<file path="src/rtl/seq_divider.sv">
// -----------------------------------------------------------------------------
// seq_divider
//   Sequential radix-2 restoring divider. It divides an unsigned 2*DW-bit
//   dividend by an unsigned DW-bit divisor and resolves one quotient bit per
//   RUN cycle, MSB first. A non-zero divisor takes 2*DW RUN cycles. A zero
//   divisor takes a single RUN cycle and returns the saturated result with
//   div_zero set.
//
// Ports
//   clk        in   1      rising-edge clock
//   rst        in   1      asynchronous active-high reset
//   in_valid   in   1      dividend/divisor offered
//   in_ready   out  1      high only in IDLE (operation can be accepted)
//   dividend   in   2*DW   unsigned dividend
//   divisor    in   DW     unsigned divisor
//   out_valid  out  1      high only in DONE (result available)
//   out_ready  in   1      consumer accepts the result
//   quotient   out  2*DW   unsigned quotient
//   remainder  out  DW     unsigned remainder
//   div_zero   out  1      result came from a zero divisor
// -----------------------------------------------------------------------------
module seq_divider #(
    parameter int DW = 8
) (
    input  logic              clk,
    input  logic              rst,
    input  logic              in_valid,
    output logic              in_ready,
    input  logic [2*DW-1:0]   dividend,
    input  logic [DW-1:0]     divisor,
    output logic              out_valid,
    input  logic              out_ready,
    output logic [2*DW-1:0]   quotient,
    output logic [DW-1:0]     remainder,
    output logic              div_zero
);

    localparam int CW = $clog2(2 * DW);

    typedef enum logic [1:0] {
        IDLE = 2'd0,
        RUN  = 2'd1,
        DONE = 2'd2
    } state_t;

    state_t             state_q;
    logic [CW-1:0]      cnt_q;      // iteration counter, 0 .. 2*DW-1
    logic [DW-1:0]      prem_q;     // partial remainder, always < divisor
    logic [2*DW-1:0]    dvd_q;      // dividend bits shift out the top, quotient bits shift in the bottom
    logic [DW-1:0]      dsr_q;      // captured divisor
    logic [2*DW-1:0]    quot_q;
    logic [DW-1:0]      rem_q;
    logic               dz_q;

    // One restoring step: shift in the next dividend bit, trial-subtract.
    logic [DW:0]        shifted_d;
    logic               ge_d;
    logic [DW-1:0]      diff_d;
    logic [DW-1:0]      prem_d;
    logic [2*DW-1:0]    dvd_d;
    logic               last_d;

    always_comb begin
        shifted_d = {prem_q, dvd_q[2*DW-1]};
        ge_d      = (shifted_d >= {1'b0, dsr_q});
        // When ge_d holds the difference is below 2^DW, so DW bits suffice.
        diff_d    = shifted_d[DW-1:0] - dsr_q;
        prem_d    = ge_d ? diff_d : shifted_d[DW-1:0];
        dvd_d     = {dvd_q[2*DW-2:0], ge_d};
        last_d    = (cnt_q == CW'(2 * DW - 1));
    end

    always_ff @(posedge clk or posedge rst) begin
        if (rst) begin
            state_q <= IDLE;
            cnt_q   <= '0;
            prem_q  <= '0;
            dvd_q   <= '0;
            dsr_q   <= '0;
            quot_q  <= '0;
            rem_q   <= '0;
            dz_q    <= 1'b0;
        end else begin
            case (state_q)
                IDLE: begin
                    if (in_valid) begin
                        dvd_q   <= dividend;
                        dsr_q   <= divisor;
                        cnt_q   <= '0;
                        prem_q  <= '0;
                        state_q <= RUN;
                    end
                end
                RUN: begin
                    if (dsr_q == '0) begin
                        // Zero divisor: no iterations. dvd_q still holds the
                        // untouched dividend because no step has run yet.
                        quot_q  <= '1;
                        rem_q   <= dvd_q[DW-1:0];
                        dz_q    <= 1'b1;
                        state_q <= DONE;
                    end else begin
                        prem_q <= prem_d;
                        dvd_q  <= dvd_d;
                        cnt_q  <= cnt_q + 1'b1;
                        if (last_d) begin
                            quot_q  <= dvd_d;
                            rem_q   <= prem_d;
                            dz_q    <= 1'b0;
                            state_q <= DONE;
                        end
                    end
                end
                DONE: begin
                    if (out_ready) begin
                        state_q <= IDLE;
                    end
                end
                default: begin
                    state_q <= IDLE;
                end
            endcase
        end
    end

    // Handshake flags decode straight from the state flops, so they follow
    // reset immediately and never glitch from input activity.
    assign in_ready  = (state_q == IDLE);
    assign out_valid = (state_q == DONE);
    assign quotient  = quot_q;
    assign remainder = rem_q;
    assign div_zero  = dz_q;

endmodule
</file>
<file path="config.mk">
export PLATFORM = sky130hd
export DESIGN_NAME = seq_divider
export DESIGN_NICKNAME = d
export VERILOG_FILES = /design/src/rtl/seq_divider.sv
export SDC_FILE = /design/constraint.sdc
export NUM_CORES = 1
export LEC_CHECK = 0
export ABC_AREA = 1
export BUFFER_PORTS_ARGS = -buffer_cell sky130_fd_sc_hd__buf_2
export CORE_ASPECT_RATIO = 0.6
export CORE_MARGIN = 5
export CORE_UTILIZATION = 35
export DETAILED_ROUTE_END_ITERATION = 8
export MAX_ROUTING_LAYER = met4
export PLACE_DENSITY = 0.63
export SYNTH_ARGS = -nofsm -noshare
export SYNTH_HDL_FRONTEND = slang
export SYNTH_SLANG_ARGS = --single-unit
</file>
<file path="constraint.sdc">
create_clock -name clk -period 1.7 [get_ports clk]
set_input_delay 0.255 -clock clk [delete_from_list [all_inputs] [get_ports clk]]
set_output_delay 0.255 -clock clk [all_outputs]
set_load 0.05 [all_outputs]
</file>
==> results.md <==
- Post-Route WL: 9.951 mm
- DRT Pass-1 Iters: 4
- Max-cap viol count: 0
- CTS clk-pin slew, worst paths: 0.05 ns
- Synth Area per Inst: 7.792 um2
- Core area: 9223 um2
- Layout Cells excl Fill: 669
- Crit end category: flop
- Synth warn: 0
- Drc violations: 0
- FMAX: 0.5548 GHz
- Vias in the first global route: 3146
- Crit path time final: 1.803 ns
- Cells after Synth: 426
- Hpwl dp: 6.153 mm
- Placed Instances: 626
- Layout fillers: 835
- Worst slew margin: 76.93%
- Root buf cell: clkbuf_16
- Die width: 135.7 um
- Post-CTS Hold Fix Bufs: 0
- Grt total ovfl: 0
- Starting Density: 35.99%
- Setup violators final: 16
- Port Buffers: 54
- First-pass GRT wire length: 15.57 mm
- RD Place Congestion: 0.8497
- Bufs on Longest Clock Path: 2
- Leading area contributor after synthesis: dfrtp_1
- Critical path required time: 1.93 ns
- Layout Nets: 573
- Largest net degree at the start of global routing: 64
- Number of distinct library cells after synthesis: 33
- Drt first-iter violations: 248
- Startpoint Class: flop
- Routed length per instance: 14.87 um
- CP Class: reg2reg
- Clock skew after layout: 0.005554 ns
- CTS buffer count: 9
- Antenna fix cells: 0
- Uppermost layer routed: met4
- H-Tree Depth: 3
- Vias per inst: 4.857
- Post-Syn Nets: 464
- Final critical-path share of the clock period: 106.0%
- Synth top area cells: dfrtp_1 (47%), nand2_1 (17%), nor2_1 (3.8%)
- WL met2: 4.626 mm
- CTS tree: built
- Failing checks: negative setup slack
- Worst min path class: in2async
- Multi-input logic area: 1877 um2
- RSZ-0062 raised after global routing: true
- Routed vias: 3249
- Met1 wire length: 4.648 mm
- Met3 wire length: 567 um
- Antenna Violating Nets Remaining: 0
- Final Hold Fails: 0
- Measured slew at the worst slew-check pin: 0.3461 ns
- Final Max Tran Viols: 0
- Hold Slack: 0.005790 ns
- Clk_lat worst skew: 0.34 ns
- Reg area: 1578 um2
- Chip Height: 85.44 um
- Layout cells sized above 1: 40.82%
- Die area: 11600 um2
- Sink Count: 63
- Crit path max fanout: 4
- #FFs+latches synth: 63
- Initial antenna violation count: 0
- Crit path DAT: 2.03 ns
- Mapped Area: 3319 um2
- Number of placement rows: 27
- Worst Slack Setup Final: -0.1026 ns
- Post-synth top area share: 47.49%
- Area growth syn-to-layout: 49.19%
- Status: finished, violations left
- IO Pins: 55
- Register area share after synthesis: 47.49%
- All-Layer GR Usage: 17.47%
## state kept, by name, indices dropped and copies added (netlist names)
register   count
dvd_q         16
quotient      16
dsr_q          8
prem_q         8
remainder      8
cnt_q          4
state_q        2
div_zero       1
## metal layers
metal / vias up / global-route usage [%]
met3: 13 / 4.976
met5: - / -
met2: 89 / 25.32
li1: 1584 / -
met4: 0 / 4.666
met1: 1563 / 24.00
## critical path: stages, from the launching register on
cell	delay (ns)
dfrtp_1	0.41
ha_4	0.30
inv_4	0.05
nor2_4	0.10
nand3b_1	0.13
nor2_4	0.12
nor2_4	0.05
buf_12	0.14
buf_8	0.14
nand3_4	0.07
nand3_2	0.07
nand2_1	0.06
nand2_1	0.05
## synth_stat cells
cell type	instances
nand2_1	154
dfrtp_1	63
nor2_1	34
inv_1	31
o21ai_0	24
nand3_1	23
o21ai_1	18
a21oi_1	13
ha_1	9
a31oi_1	7
buf_2	6
buf_6	6
inv_2	6
clkbuf_1	5
nor2_4	4
nand2_2	2
nand3b_1	2
nand4_1	2
nor3_1	2
xor2_1	2
a21oi_2	1
a22oi_1	1
clkinv_1	1
fa_1	1
nand2_4	1
nor2_2	1
nor2_8	1
o211ai_1	1
o21ai_2	1
o22ai_1	1
o31ai_1	1
or2_2	1
xnor2_1	1
## final cells by class
class,instances,area share [%]
Clock buffer,12,4.977
Clock inverter,3,1.364
Inverter,38,3.082
Multi-Input combinational cell,309,37.90
Sequential cell,63,31.86
Tap cell,130,3.284
Timing Repair Buffer,114,17.53
## timing repair
item | in CTS | in global routing
buffers inserted | 11 | 15
cloned | 1 | 2
setup endpoints to repair | 26 | 52
resized for setup | 48 | 60
pin swaps | 18 | 23
## stage by stage
step	util [%]	setup TNS, ns	worst slack [ns]	cell area, um2
after detailed placement	42.59	-2.322	-0.1776	3928
after global placement	42.59	-1.808	-0.1478	3928
after global routing	53.70	-3.172	-0.2026	4952
after CTS	49.31	-0.05878	-0.01309	4548
after floorplan	-	0	0.004397	3331
final	53.70	-1.343	-0.1026	4952
## layout by cell type (no fill, tap or decap), types with 7 or more instances in the layout
cell,n
nand2_1,129
dfrtp_1,62
buf_2,54
buf_4,44
o21ai_0,24
nor2_1,24
nand2_2,22
inv_1,20
o21ai_1,18
inv_2,14
clkbuf_16,11
nor2_4,10
a21oi_1,10
nand3_1,10
nand3_2,8
a31oi_1,7
ha_4,7
## cell families after synthesis
logic type | after synthesis | share of synthesized area (%)
AOI/OAI and AO/OA | 68 | 11.01
and+or+nand+nor | 227 | 28.91
DFF | 63 | 47.49
adders and majority gates | 10 | 3.996
buffers and inverters | 55 | 7.802
xor gates and xnor gates | 3 | 0.7917
## worst paths after layout
path	startpoint	depth (start not counted)	slack, ns	end
max	prem_q[6]$_DFFE_PP0P_	12	-0.10	remainder[1]$_DFFE_PP0P_
min	rst	3	0.006	quotient[14]$_DFFE_PP0P_
max reg2reg	prem_q[6]$_DFFE_PP0P_	12	-0.10	remainder[1]$_DFFE_PP0P_
min reg2reg	quotient[4]$_DFFE_PP0P_	2	0.48	quotient[4]$_DFFE_PP0P_
max in group asynchronous	rst	3	1.41	prem_q[5]$_DFFE_PP0P_
min in group clk	out_ready	2	0.09	state_q[1]$_DFFE_PP0P_
Power is not shown: default switching activity piles up to over one toggle a cycle in this logic, so the estimate is an artifact.
